**config.mk**
```make
export PLATFORM = sky130hd
export DESIGN_NAME = serial_frame_tx_flat
export DESIGN_NICKNAME = d
export VERILOG_FILES = /design/src/rtl/serial_frame_pkg.sv /design/src/rtl/serial_frame_tx_if.sv /design/src/rtl/frame_stuff_ctl.sv /design/src/rtl/serial_frame_tx.sv /design/src/flat_wrapper.sv
export SDC_FILE = /design/constraint.sdc
export NUM_CORES = 1
export LEC_CHECK = 0
export ABC_AREA = 1
export BUFFER_PORTS_ARGS = -buffer_cell sky130_fd_sc_hd__buf_2
export CORE_UTILIZATION = 58
export CTS_BUF_LIST = sky130_fd_sc_hd__clkbuf_4
export CTS_CLUSTER_DIAMETER = 150
export DETAILED_ROUTE_END_ITERATION = 12
export PLACE_DENSITY = 0.86
export SYNTH_ARGS = -nofsm -noshare
export SYNTH_HDL_FRONTEND = slang
export SYNTH_HIERARCHICAL = 1
export SYNTH_SLANG_ARGS = --single-unit
```
**constraint.sdc**
```tcl
create_clock -name clk -period 2.91 [get_ports clk]
set_input_delay 0.4365 -clock clk [delete_from_list [all_inputs] [get_ports clk]]
set_output_delay 0.4365 -clock clk [all_outputs]
set_load 0.05 [all_outputs]
```
**src/rtl/serial_frame_pkg.sv**
```systemverilog
// Shared definitions for the serial frame link (transmit and receive sides).
// Holds the sync word, the stuffing pattern and the transmitter state encoding.
package serial_frame_pkg;

    localparam int unsigned     SYNC_W    = 4;
    localparam logic [SYNC_W-1:0] SYNC_WORD = 4'b1101;
    localparam logic [2:0]      STUFF_PAT = 3'b110;

    typedef enum logic [2:0] {
        StIdle,
        StSync,
        StData,
        StStuff,
        StDone
    } state_e;

endpackage

```
**src/rtl/serial_frame_tx_if.sv**
```systemverilog
// Parallel-side handshake between the payload source and the serial frame transmitter.
interface serial_frame_tx_if #(
    parameter int unsigned DATA_W = 8
);
    logic              start;
    logic [DATA_W-1:0] data_in;
    logic              ready;
    logic              dout;
    logic              frame;
    logic              done;

    modport master (
        output start,
        output data_in,
        input  ready,
        input  dout,
        input  frame,
        input  done
    );

    modport slave (
        input  start,
        input  data_in,
        output ready,
        output dout,
        output frame,
        output done
    );
endinterface

```
**src/rtl/frame_stuff_ctl.sv**
```systemverilog
// Tracks the last three bits driven on the line and flags when a stuffed 0 must follow.
module frame_stuff_ctl
    import serial_frame_pkg::*;
#(
    parameter bit STUFF_EN = 1'b1
) (
    input  logic clk,
    input  logic clr,
    input  logic shift_bit,
    input  logic shift_en,
    input  logic hist_clr,
    output logic stuff_req
);

    logic [2:0] hist_q, hist_d;

    // Clear and shift may coincide: the first sync bit lands in a fresh history.
    always_comb begin
        hist_d = hist_q;
        if (hist_clr) begin
            hist_d = 3'b000;
        end
        if (shift_en) begin
            hist_d = {hist_d[1:0], shift_bit};
        end
    end

    always_ff @(posedge clk or negedge clr) begin
        if (!clr) begin
            hist_q <= 3'b000;
        end else begin
            hist_q <= hist_d;
        end
    end

    assign stuff_req = STUFF_EN && (hist_d == STUFF_PAT);

endmodule

```
**src/rtl/serial_frame_tx.sv**
```systemverilog
// Serial frame transmitter: sends the 1101 sync word, then the payload MSB first,
// optionally inserting a 0 after every 110 so the sync word cannot appear in payload.
module serial_frame_tx
    import serial_frame_pkg::*;
#(
    parameter int unsigned DATA_W   = 8,
    parameter bit          STUFF_EN = 1'b1
) (
    input  logic            clk,
    input  logic            clr,
    serial_frame_tx_if.slave bus
);

    localparam int unsigned CNT_W = $clog2(DATA_W + 1);

    state_e            state_q, state_d;
    logic [1:0]        sidx_q, sidx_d;
    logic [1:0]        sidx_nxt;
    logic [CNT_W-1:0]  cnt_q, cnt_d;
    logic [DATA_W-1:0] sh_q, sh_d;
    logic              pend_q, pend_d;
    logic              dout_q, dout_d;
    logic              frame_q, frame_d;
    logic              done_q, done_d;
    logic              ready_q, ready_d;
    logic              take_bit, finish;
    logic              shift_en, hist_clr, payload_shift, stuff_req;

    // Registered outputs carry the state being entered, so the bus shows the current state.
    always_comb begin
        state_d       = state_q;
        sidx_d        = sidx_q;
        cnt_d         = cnt_q;
        sh_d          = sh_q;
        dout_d        = 1'b0;
        frame_d       = 1'b0;
        done_d        = 1'b0;
        ready_d       = 1'b0;
        take_bit      = 1'b0;
        finish        = 1'b0;
        shift_en      = 1'b0;
        hist_clr      = 1'b0;
        payload_shift = 1'b0;
        sidx_nxt      = sidx_q + 2'd1;

        case (state_q)
            StIdle: begin
                ready_d = 1'b1;
                if (bus.start) begin
                    state_d  = StSync;
                    sh_d     = bus.data_in;
                    cnt_d    = '0;
                    sidx_d   = 2'd0;
                    dout_d   = SYNC_WORD[SYNC_W-1];
                    frame_d  = 1'b1;
                    ready_d  = 1'b0;
                    hist_clr = 1'b1;
                    shift_en = 1'b1;
                end
            end
            StSync: begin
                if (sidx_q == 2'(SYNC_W - 1)) begin
                    take_bit = 1'b1;
                end else begin
                    sidx_d   = sidx_nxt;
                    dout_d   = SYNC_WORD[~sidx_nxt];
                    frame_d  = 1'b1;
                    shift_en = 1'b1;
                end
            end
            StData: begin
                if (pend_q) begin
                    state_d  = StStuff;
                    frame_d  = 1'b1;
                    shift_en = 1'b1;
                end else if (cnt_q == CNT_W'(DATA_W)) begin
                    finish = 1'b1;
                end else begin
                    take_bit = 1'b1;
                end
            end
            StStuff: begin
                if (cnt_q == CNT_W'(DATA_W)) begin
                    finish = 1'b1;
                end else begin
                    take_bit = 1'b1;
                end
            end
            StDone: begin
                state_d = StIdle;
                ready_d = 1'b1;
            end
            default: begin
                state_d = StIdle;
                ready_d = 1'b1;
            end
        endcase

        if (take_bit) begin
            state_d       = StData;
            dout_d        = sh_q[DATA_W-1];
            sh_d          = sh_q << 1;
            cnt_d         = cnt_q + CNT_W'(1);
            frame_d       = 1'b1;
            shift_en      = 1'b1;
            payload_shift = 1'b1;
        end
        if (finish) begin
            state_d = StDone;
            done_d  = 1'b1;
        end
    end

    frame_stuff_ctl #(
        .STUFF_EN (STUFF_EN)
    ) u_stuff_ctl (
        .clk       (clk),
        .clr       (clr),
        .shift_bit (dout_d),
        .shift_en  (shift_en),
        .hist_clr  (hist_clr),
        .stuff_req (stuff_req)
    );

    // Stuffing is decided only after payload bits, never after sync bits.
    assign pend_d = payload_shift & stuff_req;

    always_ff @(posedge clk or negedge clr) begin
        if (!clr) begin
            state_q <= StIdle;
            sidx_q  <= 2'd0;
            cnt_q   <= '0;
            sh_q    <= '0;
            pend_q  <= 1'b0;
            dout_q  <= 1'b0;
            frame_q <= 1'b0;
            done_q  <= 1'b0;
            ready_q <= 1'b1;
        end else begin
            state_q <= state_d;
            sidx_q  <= sidx_d;
            cnt_q   <= cnt_d;
            sh_q    <= sh_d;
            pend_q  <= pend_d;
            dout_q  <= dout_d;
            frame_q <= frame_d;
            done_q  <= done_d;
            ready_q <= ready_d;
        end
    end

    assign bus.dout  = dout_q;
    assign bus.frame = frame_q;
    assign bus.done  = done_q;
    assign bus.ready = ready_q;

endmodule

```
**src/flat_wrapper.sv**
```systemverilog
// flat-port wrapper written by rule: the top's interface ports become plain ports
module serial_frame_tx_flat import serial_frame_pkg::*;
#(
    parameter int unsigned DATA_W   = 8,
    parameter bit          STUFF_EN = 1'b1
)
  (clk, clr, bus_start, bus_data_in, bus_ready, bus_dout, bus_frame, bus_done);
  serial_frame_tx_if #(.DATA_W(DATA_W)) bus_i ();
  input  logic clk;
  input  logic clr;
  input wire logic [$bits(bus_i.start)-1:0] bus_start;
  input wire logic [$bits(bus_i.data_in)-1:0] bus_data_in;
  output wire logic [$bits(bus_i.ready)-1:0] bus_ready;
  output wire logic [$bits(bus_i.dout)-1:0] bus_dout;
  output wire logic [$bits(bus_i.frame)-1:0] bus_frame;
  output wire logic [$bits(bus_i.done)-1:0] bus_done;
  assign bus_i.start = bus_start;
  assign bus_i.data_in = bus_data_in;
  assign bus_ready = bus_i.ready;
  assign bus_dout = bus_i.dout;
  assign bus_frame = bus_i.frame;
  assign bus_done = bus_i.done;
  serial_frame_tx #(.DATA_W(DATA_W), .STUFF_EN(STUFF_EN)) u_core (.clk(clk), .clr(clr), .bus(bus_i));
endmodule
```
# Word-level counts from Yosys, hierarchy flattened

Index checks and enable logic that the tools add are counted.

Add/sub/neg operators: 2
Order comparisons: 1
Eq/ne operators: 11
Mux-type cells: 38
Bitwise operators: 2
Reduce and logical (&&, ||, !) cells: 9

Operator list:

| kind                | number |
|---|---|
| $mux 8              | 3 |
| $mux 3              | 6 |
| $mux 1              | 16 |
| $mux 4              | 3 |
| $pmux 3 s3          | 1 |
| $eq 3x2->1 const B  | 2 |
| $pmux 1 s2          | 3 |
| $pmux 1 s3          | 2 |
| $reduce_and 3->1    | 2 |
| $reduce_bool 2->1   | 3 |
| $add 4x1->4 const B | 1 |
| $eq 4x4->1 const B  | 1 |
| $mux 2              | 2 |
| $ne 2x2->1 const B  | 2 |
| $ne 4x1->1 const B  | 1 |
| $ne 4x2->1 const B  | 1 |
| $pmux 2 s2          | 1 |
| $eq 3x1->1 const B  | 1 |
| $eq 3x3->1 const B  | 1 |
| $logic_not 3->1     | 1 |
| $lt 2x3->1 const B  | 1 |
| $ne 3x1->1 const B  | 1 |
| $reduce_or 3->1     | 1 |
| $add 2x1->2 const B | 1 |
| 6 further kinds     | 6 |

Bits in registers: 25
Output and inout port bits: 4

# Longest topological paths before layout

Gate-level depths: netlist of the first run.

Depth in word-level cells: 10
Gate-level depth with buffers: 15

# Hierarchy

Netlist of the first run, hierarchy kept.

Modules (own cells, without submodules):

| module          | instances | cells each | area each (um^2) | sequential area each (um^2) |
|---|---|---|---|---|
| serial_frame_tx | 1         | 116        | 1053.5           | 551.8 |
| frame_stuff_ctl | 1         | 20         | 142.6            | 75.1 |

# Worst setup path after synthesis of the first run

No wires, ideal clock.

Path type: flip-flop to flip-flop
Start: register u_core.cnt_q[0]
End: register u_core.pend_q
Setup time: 0.072 ns
Arrival time: 1.587 ns
Data required time: 2.838 ns
Path slack: 1.251 ns
Stages on the path, launching flop included: 15
Path buffers: 0
Period minus slack after synthesis: 1.659 ns
Cell sequence: dfrtp_1 inv_1 ha_1 nand3_1 nand3_2 nand2_2 inv_1 nand3_1 inv_1 nand3_1 nand2_1 nand2_1 nor2_1 inv_1 nor2_1

Longest elaborated chain between the ends: 8

RTL lines:

| item                                   | line                                         | source |
|---|---|---|
| start: declaration                     | serial_frame_tx.sv:19                        | `logic [CNT_W-1:0] cnt_q, cnt_d;` |
| start signal: assignment               | serial_frame_tx.sv:142                       | `cnt_q <= cnt_d;` |
| $eq 4x4->1 (*)                         | serial_frame_tx.sv:76, serial_frame_tx.sv:83 |  |
| $mux 1 (*)                             | serial_frame_tx.sv:76, serial_frame_tx.sv:83 |  |
| $mux 1                                 | serial_frame_tx.sv:72                        | `if (pend_q) begin` |
| $pmux 1 s3 (*)                         | serial_frame_tx.sv:46                        | `case (state_q)` |
| $mux 1 (*)                             | -                                            |  |
| named net u_core.frame_d               | serial_frame_tx.sv:23                        | `logic frame_q, frame_d;` |
| $mux 3 (*)                             | frame_stuff_ctl.sv:23                        | `if (shift_en) begin` |
| named net u_core.u_stuff_ctl.hist_d[1] | frame_stuff_ctl.sv:15                        | `logic [2:0] hist_q, hist_d;` |
| $eq 3x3->1 (*)                         | frame_stuff_ctl.sv:36                        | `assign stuff_req = STUFF_EN && (hist_d == STUFF_PAT);` |
| named net u_core.stuff_req             | serial_frame_tx.sv:27                        | `logic shift_en, hist_clr, payload_shift, stuff_req;` |
| $and 1x1->1 (*)                        | serial_frame_tx.sv:126                       | `assign pend_d = payload_shift & stuff_req;` |
| named net u_core.pend_d                | serial_frame_tx.sv:21                        | `logic pend_q, pend_d;` |
| end signal: assignment                 | serial_frame_tx.sv:144                       | `pend_q <= pend_d;` |
| end: declaration                       | serial_frame_tx.sv:21                        |  |

The timed path passes the listed nets; every way through them passes the cells marked *.
A chain may end at the register's enable or synchronous reset.

# Worst setup path in the final report of the first run

Ends and elaborated chain as after synthesis.

==> reports/qor.txt, run 1 <==
N_diodes: 0
Synth top area share: 50.2%
Syn-to-layout area delta: 8.68%
Number of global-route vias before repair: 844
Worst VDD drop: 0.702 mV
WL per Instance: 12.1 um
Min Clock Period, post-route: 2.26 ns
Post-CTS Setup Bufs: 0
Max-slew violations: 0
R2R depth: 14
Worst-Skew Late Latency: 0.31 ns
Warnings from Yosys: 6
Total CTS buffers: 3
Yosys reg bits: 25
Synth area leaders: dfrtp_1, nand2_1, nand4_1
Share of total power in the clock network: 10.9%
Hold WS: 0.0880 ns
Detailed Route WL: 2150 um
Reg2reg setup slack: 0.65 ns
Total Nets Final: 167
CTS Sinks: 25
Combinational Power Share: 45.7%
Critical Path End: u_core/pend_q
Core area: 1940 um^2
Synth async-reset ratio: 100%
HPWL Detailed: 1540 um
Fill count: 168
Final std cells w/o fill: 178
Placed cell count: 174
# DRC: 1
Sequential area share after synthesis: 52.4%
Setup TNS: 0 ns
H-tree Lvls: 1
Switching power total: 0.000620 W
Most frequent cells after synthesis: nand2_1, dfrtp_1, inv_1, nand3_1, nand4_1
CP Class: register to register
Buf+Inv Stages, Crit Path: 4
Yosys top cell by area: dfrtp_1
Worst-Margin Slew: 0.534 ns
CTS tree: yes
Vias after detailed routing: 967
CP Launch Point: u_core/cnt_q[0]
Top Family by Delay on Critical Path: simple AND/OR/NAND/NOR gates
Bufs on Longest Clock Path: 2
Post-synth EDFFs: 0
Synth Instances: 136
Maximum clock frequency: 0.442 GHz
Pint: 0.000749 W
Post-CTS sizing: 0
I/O Buffers: 14
Pleak: 0.673 nW
CP dominant cell by count: inv_1
Initial antenna violation count: 0
Crit Reg-Reg Startpoint: u_core/cnt_q[0]
Failing checks: design-rule violations
Final-report hold violation count: 0
Crit path depth: 14
Reg-to-Reg End: u_core/pend_q
Primary FF master, synth: dfrtp_1
Boundary Pins: 15
Final worst slack: 0.648 ns
Rows: 16
First-pass GRT wire length: 3570 um
Net count after synthesis: 151
Die Ht: 47.4 um
Final period utilization: 77.7%
Finished Cell Area: 1300 um^2
Switching share of power: 45.3%
Placement-stage cell area: 1270 um^2
Synthesized cell area: 1200 um^2
Cts hold-fix bufs: 0
Initial Util: 61.6%
P per Cell Area: 1050 nW/um^2
Die area: 2250 um^2
Worst setup EP type: register
Worst EP required: 3.16 ns
Routed Antenna Nets: 0
Largest net degree at the start of global routing: 26
Unrepaired setup endpoints after global routing: no
Most frequent cell after synthesis: nand2_1
Clock Skew: 0.00590 ns
Proportion of layout cells with a drive suffix above 1: 17.9%
Slowest stage delay, CP: 0.45 ns
Crit Path Max Fanout: 12
CP max-delay cell: dfrtp_1
Grt ovf: 0
Dpl ws: 0.712 ns
Worst Path Arrival: 2.51 ns
Clk pin slew, worst setup/hold paths: 0.13 ns
Cell variety after synth: 23
CP Launch Type: register
Die W: 47.4 um
Count of final setup violators: 0
Clock root buffer: clkbuf_4
Max-slew headroom: 64.4%
Reg power frac: 43.4%
Max Cap Viol: 0
Status: complete, but fails checks
Hold Crit Class: input pin to async pin
Pre-antenna DRT Iters: 8
GRT Overall Usage: 23.1%
Vias per cell: 5.43
Gp weighted congestion: 0.764
Cell Chain, Critical Path: inv_1 -> ha_1 -> nand3_1 -> nand3_2 -> nand2_2 -> inv_1 -> nand3_1 -> inv_1 -> nand3_1 -> nand2_1 -> nand2_1 -> nor2_1 -> inv_1 -> nor2_1
DR iter-0 viols: 37
Synthesized area per cell: 8.80 um^2
[through the flow]
stage,util [%],power (W)
3_5_place_dp,65.5,0.00122
5_1_grt,66.9,0.00150
4_1_cts,66.9,0.00137
3_3_place_gp,65.5,0.00118
6_report,66.9,0.00137
2_1_floorplan,-,0.00110
[worst min path at each step]
stage	start	cells after the start	to	slack, ns
3_5_place_dp	clr	1	u_core/sidx_q[0]	0.45
5_1_grt	clr	1	u_core/sidx_q[0]	0.12
3_3_place_gp	clr	1	u_core/sidx_q[0]	0.45
6_report	clr	1	u_core/cnt_q[0]	0.09
2_1_floorplan	clr	0	u_core/bus.done	0.14
4_1_cts	clr	1	u_core/state_q[0]	0.10
[worst register-to-register path, delay by kind of cell, from the launching register on]
| kind | cells | cell delay (ns) |
|---|---|---|
| flip-flops | 1 | 0.45 |
| AND/OR/NAND/NOR | 9 | 1.11 |
| buffers and inverters | 4 | 0.49 |
| adder cells (fa/ha/maj) | 1 | 0.15 |
[flip-flops by register name, summed over array words and instances, names as in the netlist]
| register | flops |
|---|---|
| u_core/u_stuff_ctl/hist_q | 3 |
| u_core/bus.dout | 1 |
| u_core/pend_q | 1 |
| u_core/bus.frame | 1 |
| u_core/bus.done | 1 |
| u_core/bus.ready | 1 |
| u_core/sidx_q | 2 |
| u_core/cnt_q | 4 |
| u_core/sh_q | 8 |
| u_core/state_q | 3 |
[cell families (layout without fill, tap and decap cells)]
group / after synthesis / in the layout / share of synthesized area [%]
AO/OA/AOI/OAI: 6 / 6 / 2.72
XOR/XNOR: 2 / 2 / 1.46
adder cells (fa/ha/maj): 4 / 4 / 4.18
buffers and inverters: 21 / 36 / 8.37
flip-flops: 25 / 25 / 52.4
AND/OR/NAND/NOR: 78 / 78 / 30.9
[metal layers]
layer | vias to the layer above | part of all wire (%) | global-route usage (%) | wire length [um]
met5 | - | 0 | 0 | 0
met4 | 0 | 0.56 | 9.71 | 12
met3 | 2 | 5.0 | 3.40 | 107
met2 | 32 | 52 | 37.3 | 1130
met1 | 464 | 42 | 31.3 | 906
li1 | 469 | - | - | -
[area by class of cell]
cell class	count	area, um^2	area share [%]
repair buffers	15	77.6	5.97
well taps	27	33.8	2.60
clock inverters	1	5.00	0.385
flip-flops and latches	25	627	48.2
inverters	17	65.1	5.00
multi-input cells	90	469	36.1
clock buffers	3	22.5	1.73
[power groups by stage]
stage,sequential [W],combinational [W],clock [W]
floorplan,0.000646,0.000452,0
global placement,0.000590,0.000594,0
detailed placement,0.000598,0.000623,0
CTS,0.000591,0.000625,0.000157
global route,0.000611,0.000721,0.000170
finish,0.000594,0.000626,0.000149
[cells in the final DEF, fill, tap and decap left out]
cell,n
nand2_1,37
dfrtp_1,24
buf_2,14
inv_1,14
nand3_1,14
nand4_1,12
nor2_1,9
o21ai_1,4
ha_1,4
clkbuf_4,3
clkinv_2,2
inv_2,2
nand3_2,2
nor2_4,1
nand2_2,1
or2_1,1
o31ai_1,1
xor2_1,1
a21oi_1,1
xnor2_1,1
nand3b_1,1
dfstp_2,1
buf_4,1
Power figures use the tool's default switching activity.
==> run 2, diff against run 1 <==
--- a/config.mk
+++ b/config.mk
@@ -5,13 +5,13 @@
 export SDC_FILE = /design/constraint.sdc
 export NUM_CORES = 1
 export LEC_CHECK = 0
-export ABC_AREA = 1
+export ABC_AREA = 0
 export BUFFER_PORTS_ARGS = -buffer_cell sky130_fd_sc_hd__buf_2
-export CORE_UTILIZATION = 58
+export CORE_UTILIZATION = 53
 export CTS_BUF_LIST = sky130_fd_sc_hd__clkbuf_4
 export CTS_CLUSTER_DIAMETER = 150
 export DETAILED_ROUTE_END_ITERATION = 12
-export PLACE_DENSITY = 0.86
+export PLACE_DENSITY = 0.83
 export SYNTH_ARGS = -nofsm -noshare
 export SYNTH_HDL_FRONTEND = slang
 export SYNTH_HIERARCHICAL = 1
==> constraint.sdc (replaced) <==
create_clock -name clk -period 1.9 [get_ports clk]
set_input_delay 0.285 -clock clk [delete_from_list [all_inputs] [get_ports clk]]
set_output_delay 0.285 -clock clk [all_outputs]
set_load 0.05 [all_outputs]
==> run 2 against run 1 <==
  * The flow finishes with violations (negative setup slack)
  * Wire length increased by 6.6%
  * Highest routed layer unchanged
  * Clock skew rose by 0.00068 ns
  * Cell count down 5.6%
  * Global-route usage down 2.2 points
  * Register-to-register slack lost 0.65 ns
  * Setup slack worse by 0.65 ns
  * Critical path type unchanged
  * Sequential power grew 55%
  * Via count is 2.7% lower
  * Critical path depth is 6 lower
  * Largest power group unchanged
  * Total power is 75% higher
==> reports/qor.txt, run 2 <==
Slowest stage delay, CP: 0.44 ns (about the same)
Setup TNS: -0.00337 ns (-0.00337 ns)
Top sig layer: met4
Most frequent cells after synthesis: dfrtp_1, nand2_1, nand3_1, a22oi_1, nor2_1
Status: complete, but fails checks
Biggest regs: u_core/sh_q (8), u_core/cnt_q (4)
Synth Instances: 116 (-15%)
Met3 Wirelength: 67 um (-37%)
Synthesized cell area: 1190 um^2 (-0.42%)
Final period utilization: 100% (+22 points)
Post-synth EDFFs: 0 (unchanged)
Proportion of layout cells with a drive suffix above 1: 30.5% (+13 points)
Met1 Wirelength: 1000 um (+10%)
Clock root buffer: clkbuf_4
Max-slew violations: 0 (unchanged)
Cell Chain, Critical Path: inv_2 -> ha_1 -> nand3b_1 -> a32o_2 -> or2_4 -> or3b_1 -> a21oi_2 -> and2_1
Bufs on Longest Clock Path: 2 (unchanged)
Final std cells w/o fill: 168 (-5.6%)
Synth area leaders: dfrtp_1, nand2_1, nand3_1
Largest Register: u_core/sh_q
CP max-delay cell: dfrtp_1
WL met2: 1210 um (+7.8%)
Max Cap Viol: 0 (unchanged)
Yosys top cell by area: dfrtp_1
Primary FF master, synth: dfrtp_1
Die W: 49.4 um (+4.2%)
Clock Skew: 0.00658 ns (+0.000682 ns)
Worst-Margin Slew: 0.538 ns (+0.00372 ns)
Warnings from Yosys: 6 (unchanged)
GRT Overall Usage: 20.9% (-2.2 points)
Worst EP required: 2.15 ns (-1.01 ns)
Min Clock Period, post-route: 1.90 ns (-0.359 ns)
Boundary Pins: 15 (unchanged)
Tot Pwr: 0.00240 W (+75%)
Count of final setup violators: 1 (+1)
Crit Path Max Fanout: 3 (-9)
# DRC: 0 (-1)
Synthesized area per cell: 10.3 um^2 (+17%)
Hold WS: 0.217 ns (+0.129 ns)
Fill count: 167 (-0.60%)
Placed cell count: 160 (-8.0%)
Commonest non-fill, non-tap cell in the layout: dfrtp_1
Sequential Area: 627 um^2 (unchanged)
Worst-Skew Late Latency: 0.30 ns (about the same)
Synth top area share: 50.4% (+0.21 points)
First-pass GRT wire length: 3850 um (+7.9%)
Final worst slack: -0.00337 ns (-0.651 ns)
Net count after synthesis: 131 (-13%)
Worst setup EP type: register
Initial Util: 58.3% (-3.3 points)
N_diodes: 0 (unchanged)
Routed Antenna Nets: 0 (unchanged)
Worst VDD drop: 0.833 mV (+19%)
Clk pin slew, worst setup/hold paths: 0.13 ns (about the same)
Syn-to-layout area delta: 18.2%
Synth async-reset ratio: 100% (unchanged)
Worst Path Arrival: 2.16 ns (-0.35 ns)
Initial antenna violation count: 0 (unchanged)
Pre-antenna DRT Iters: 4 (-4)
CTS Sinks: 25 (unchanged)
Unrepaired setup endpoints after global routing: yes
Number of flip-flops under the largest register name: 8 (unchanged)
Placement-stage cell area: 1340 um^2 (+5.0%)
Grt ovf: 0 (unchanged)
Largest net degree at the start of global routing: 26 (unchanged)
DR iter-0 viols: 38 (+2.7%)
CTS tree: yes
Rows: 16 (unchanged)
Area occupied by multi-input gates: 547 um^2 (+17%)
Maximum clock frequency: 0.525 GHz (+19%)
Number of global-route vias before repair: 905 (+7.2%)
P per Cell Area: 1700 nW/um^2 (+62%)
Final-report hold violation count: 0 (unchanged)
Hold Crit Class: input pin to register
WL per Instance: 13.7 um (+13%)
Cell variety after synth: 35 (+52%)
H-tree Lvls: 1 (unchanged)
Gp weighted congestion: 0.807 (+5.6%)
Vias after detailed routing: 941 (-2.7%)
Total CTS buffers: 3 (unchanged)
Die Ht: 49.4 um (+4.2%)
CP Launch Type: register
CP Class: register to register
Finished Cell Area: 1410 um^2 (+8.3%)
Total Nets Final: 157 (-6.0%)
Core area: 2040 um^2 (+5.2%)
Max-slew headroom: 64.1% (-0.25 points)
Pleak: 0.701 nW (+4.2%)
Yosys reg bits: 25 (unchanged)
Detailed Route WL: 2300 um (+6.6%)
Most frequent cells in the layout: dfrtp_1, nand2_1, buf_2
HPWL Detailed: 1600 um (+4.1%)
Failing checks: negative setup slack
Vias per cell: 5.60 (+3.1%)
I/O Buffers: 14 (unchanged)
Most frequent cell after synthesis: dfrtp_1
Sequential area share after synthesis: 52.6% (+0.22 points)
Die area: 2440 um^2 (+8.6%)
==> run 2: changes by cell type after synthesis, moves of 3 or more <==
| cell | previous run | this run |
|---|---|---|
| a22oi_1 | 0 | 7 |
| o21ai_1 | 4 | 0 |
| nand2_1 | 37 | 16 |
| o21ai_0 | 0 | 4 |
| a22o_1 | 0 | 3 |
| nand2b_1 | 0 | 3 |
| inv_1 | 14 | 3 |
| nor2b_1 | 0 | 3 |
| nand3_1 | 14 | 11 |
| nand4_1 | 12 | 0 |
==> run 2: cells by family after synthesis <==
logic type,synth area share (%)
and+or+nand+nor,22.9
DFF,52.6
AOI/OAI and AO/OA,14.9
buffers and inverters,3.68
adders and majority gates,4.20
muxes,1.68
==> run 2: final timing paths <==
| check | startpoint | endpoint | slack (ns) | cells after the start |
|---|---|---|---|---|
| worst max-delay path | u_core/cnt_q[0] | u_core/pend_q | -0.003 | 8 |
| worst min-delay path | bus_data_in[3] | u_core/sh_q[3] | 0.22 | 3 |
| worst max register to register | u_core/cnt_q[0] | u_core/pend_q | -0.003 | 8 |
| worst min register to register | u_core/sh_q[7] | u_core/sh_q[7] | 0.51 | 2 |
| max in group asynchronous | clr | u_core/sh_q[1] | 1.06 | 2 |
| min in group asynchronous | clr | u_core/state_q[0] | 0.48 | 2 |
==> run 2: area by class of cell <==
class	count	share of cell area, %
tap	27	2.40
inverter	4	1.07
multi-input combinational	83	38.8
timing repair buffer	25	11.0
sequential	25	44.5
clock buffer	4	2.13
==> run 2: metal layers <==
layer | track usage [%] | vias up
li1 | - | 461
met1 | 26.2 | 461
met2 | 37.0 | 17
met3 | 2.80 | 2
met4 | 6.67 | 0
met5 | 0 | -
==> run 2: critical path, delay by kind of cell, from the launching register on <==
family | cells | cell delay, ns
AOI/OAI and AO/OA | 2 | 0.38
adders and majority gates | 1 | 0.14
buffers and inverters | 1 | 0.08
DFF | 1 | 0.44
and+or+nand+nor | 4 | 0.82
==> run 2: metrics by stage <==
step	util, %	setup WS (ns)
finish	68.9	-0.00337
global route	68.9	-0.120
CTS	68.1	0.00102
detailed placement	65.4	0.0148
global placement	65.4	0.0727
floorplan	-	-0.108
==> run 2: where the power goes <==
| group | internal (W) | leakage [nW] | switching [W] |
|---|---|---|---|
| sequential | 0.000754 | 0.316 | 0.000166 |
| combinational | 0.000553 | 0.367 | 0.000687 |
| clock | 0.0000960 | 0.0184 | 0.000143 |
==> run 2: repair_timing <==
| action | in CTS | in global routing |
|---|---|---|
| buffers inserted | 2 | 1 |
| hold endpoints to repair | 24 | 0 |
| endpoints found under the setup margin | 1 | 11 |
| resized for setup | 0 | 2 |
| hold buffers | 1 | 0 |
==> run 3, diff against run 2 <==
--- a/config.mk
+++ b/config.mk
@@ -12,6 +12,7 @@
 export CTS_CLUSTER_DIAMETER = 150
 export DETAILED_ROUTE_END_ITERATION = 12
 export PLACE_DENSITY = 0.83
+export REMOVE_ABC_BUFFERS = 1
 export SYNTH_ARGS = -nofsm -noshare
 export SYNTH_HDL_FRONTEND = slang
 export SYNTH_HIERARCHICAL = 1
==> run 3 against run 2 <==
  * The run still ends with negative setup slack left
  * Register-to-register slack worse by 0.09 ns
  * Combinational power is 17% higher
  * Sequential cell count stayed put
  * Critical path depth is 2 higher
  * Critical path type unchanged
  * Largest power group unchanged
==> reports/qor.txt, run 3 (same netlist as run 2, synthesis figures left out) <==
Status: complete, but fails checks
Failing checks: negative setup slack
CP Launch Type: register
Final period utilization: 105% (+4.5 points)
Clock root buffer: clkbuf_4
Biggest regs: u_core/sh_q (8), u_core/cnt_q (4)
Die area: 2440 um^2 (unchanged)
Pre-antenna DRT Iters: 4 (unchanged)
Reg2reg setup slack: -0.09 ns (-0.09 ns)
Reg power frac: 35.0% (-3.4 points)
Commonest non-fill, non-tap cell in the layout: dfrtp_1
Tot Pwr: 0.00260 W (+8.3%)
Boundary Pins: 15 (unchanged)
Vias after detailed routing: 968 (+2.9%)
CTS tree: yes
WL per Instance: 14.7 um (+7.7%)
Final-report hold violation count: 0 (unchanged)
Setup TNS: -0.0945 ns (-0.0911 ns)
Share of total power in the clock network: 9.2% (-0.8 points)
Pint: 0.00152 W (+8.3%)
Cell Chain, Critical Path: ha_2 -> buf_4 -> nor2b_4 -> nor3_2 -> a211oi_2 -> or2_4 -> buf_4 -> nand3b_1 -> a21oi_2 -> and2_4
Number of flip-flops under the largest register name: 8 (unchanged)
Count of final setup violators: 2 (+1)
Worst setup EP type: register
Initial antenna violation count: 0 (unchanged)
Unrepaired setup endpoints after global routing: yes
Vias per cell: 5.50 (-1.8%)
Core area: 2040 um^2 (unchanged)
N_diodes: 0 (unchanged)
Max-slew headroom: 63.8% (-0.36 points)
Worst VDD drop: 1.00 mV (+21%)
Crit Path Max Fanout: 6 (+3)
First-pass GRT wire length: 4550 um (+18%)
Most frequent cells in the layout: dfrtp_1, buf_4, nand2_1
Max Cap Viol: 0 (unchanged)
Initial Util: 58.3% (unchanged)
Routed Antenna Nets: 0 (unchanged)
I/O Buffers: 14 (unchanged)
Maximum clock frequency: 0.503 GHz (-4.3%)
Max-slew violations: 0 (unchanged)
Syn-to-layout area delta: 25.1%
Die W: 49.4 um (unchanged)
Hold path startpoint: bus_data_in[0]
Hold Crit Class: input pin to register
Worst EP required: 2.18 ns (+0.03 ns)
Min Clock Period, post-route: 1.99 ns (+0.0855 ns)
DR iter-0 viols: 15 (-61%)
Die Ht: 49.4 um (unchanged)
Fill count: 147 (-12%)
Total Nets Final: 165 (+5.1%)
# DRC: 0 (unchanged)
HPWL Detailed: 1780 um (+11%)
Rows: 16 (unchanged)
CP dominant cell by count: buf_4
Gp weighted congestion: 0.833 (+3.3%)
Layout Utilization: 73.0% (+4.0 points)
CP Class: register to register
Clock Skew: 0.0126 ns (+0.00599 ns)
Worst-Skew Late Latency: 0.32 ns (+0.02 ns)
H-tree Lvls: 1 (unchanged)
Total CTS buffers: 3 (unchanged)
Hold path endpoint: u_core/sh_q[0]
CP max-delay cell: dfrtp_1
GRT Overall Usage: 24.6% (+3.8 points)
Bufs on Longest Clock Path: 2 (unchanged)
Hold WS: 0.170 ns (-0.0477 ns)
Proportion of layout cells with a drive suffix above 1: 38.3% (+7.8 points)
CTS Sinks: 25 (unchanged)
Switching power total: 0.00108 W (+8.2%)
Dpl ws: -0.0935 ns (-0.108 ns)
Largest net degree at the start of global routing: 26 (unchanged)
Switching share of power: 41.5% (-0.044 points)
Slowest stage delay, CP: 0.41 ns (-0.03 ns)
P per Cell Area: 1740 nW/um^2 (+2.3%)
Final worst slack: -0.0889 ns (-0.0855 ns)
R2R depth: 10 (+2)
Clk pin slew, worst setup/hold paths: 0.14 ns (about the same)
Hold Path Depth: 3 (unchanged)
Grt ovf: 0 (unchanged)
Crit Reg-Reg Startpoint: u_core/sidx_q[1]
Worst Path Arrival: 2.27 ns (+0.11 ns)
Largest Register: u_core/sh_q
Reg-to-Reg End: u_core/pend_q
Detailed Route WL: 2590 um (+13%)
Area occupied by multi-input gates: 566 um^2 (+3.4%)
Worst-Margin Slew: 0.543 ns (+0.00537 ns)
Number of global-route vias before repair: 1013 (+12%)
Pleak: 0.744 nW (+6.1%)
Combinational Power Share: 55.8% (+4.1 points)
Sequential Area: 627 um^2 (unchanged)
[run 3: power groups by stage]
| stage | Sequential [W] | Combinational, W | Clock, W |
|---|---|---|---|
| 2_1_floorplan | 0.000992 | 0.000710 | 0 |
| 3_3_place_gp | 0.000884 | 0.00121 | 0 |
| 3_5_place_dp | 0.000903 | 0.00128 | 0 |
| 4_1_cts | 0.000895 | 0.00136 | 0.000244 |
| 5_1_grt | 0.000938 | 0.00159 | 0.000274 |
| 6_report | 0.000910 | 0.00145 | 0.000239 |
[run 3: layer usage]
metal | global-route usage [%] | routed length (um) | part of all wire (%)
met5 | 0 | 0 | 0
met4 | 4.76 | 17 | 0.66
met3 | 4.67 | 78 | 3.0
met2 | 45.4 | 1390 | 53
met1 | 29.8 | 1110 | 43
[run 3: worst max path at each step]
stage | slack (ns) | endpoint | start | depth (start not counted)
after floorplan | -0.29 | u_core/pend_q | u_core/sidx_q[0] | 7
after CTS | -0.03 | u_core/pend_q | u_core/sidx_q[0] | 9
after global placement | -0.04 | u_core/pend_q | u_core/sidx_q[0] | 7
after detailed placement | -0.09 | u_core/u_stuff_ctl/hist_q[2] | u_core/sidx_q[0] | 9
final | -0.09 | u_core/pend_q | u_core/sidx_q[1] | 10
after global routing | -0.15 | u_core/pend_q | u_core/sidx_q[1] | 10
[run 3: cell type report]
cell class,count,area share (%)
sequential,25,42.1
multi-input combinational,83,38.0
timing repair buffer,33,14.7
tap,27,2.27
clock buffer,3,1.51
inverter,4,1.01
clock inverter,1,0.504
[run 3: metrics by stage]
step | std cells | instance area (um^2)
2_1_floorplan | 112 | 1160
3_3_place_gp | 168 | 1380
3_5_place_dp | 168 | 1380
4_1_cts | 175 | 1460
5_1_grt | 176 | 1490
6_report | 176 | 1490
[run 3: worst max-delay path: cells and delay by family (launching register included)]
| kind | cells | cell delay, ns |
|---|---|---|
| compound gates | 2 | 0.44 |
| flops | 1 | 0.41 |
| buf+inv | 2 | 0.29 |
| fa+ha+maj | 1 | 0.19 |
| simple gates | 5 | 0.61 |
[run 3: timing repair]
item | 4_1_cts | 5_1_grt
setup buffers | 2 | 1
hold endpoints to repair | 24 | 0
hold buffers | 1 | 0
pin swaps | 5 | 1
setup endpoints to repair | 4 | 10
gates resized for setup | 8 | 7
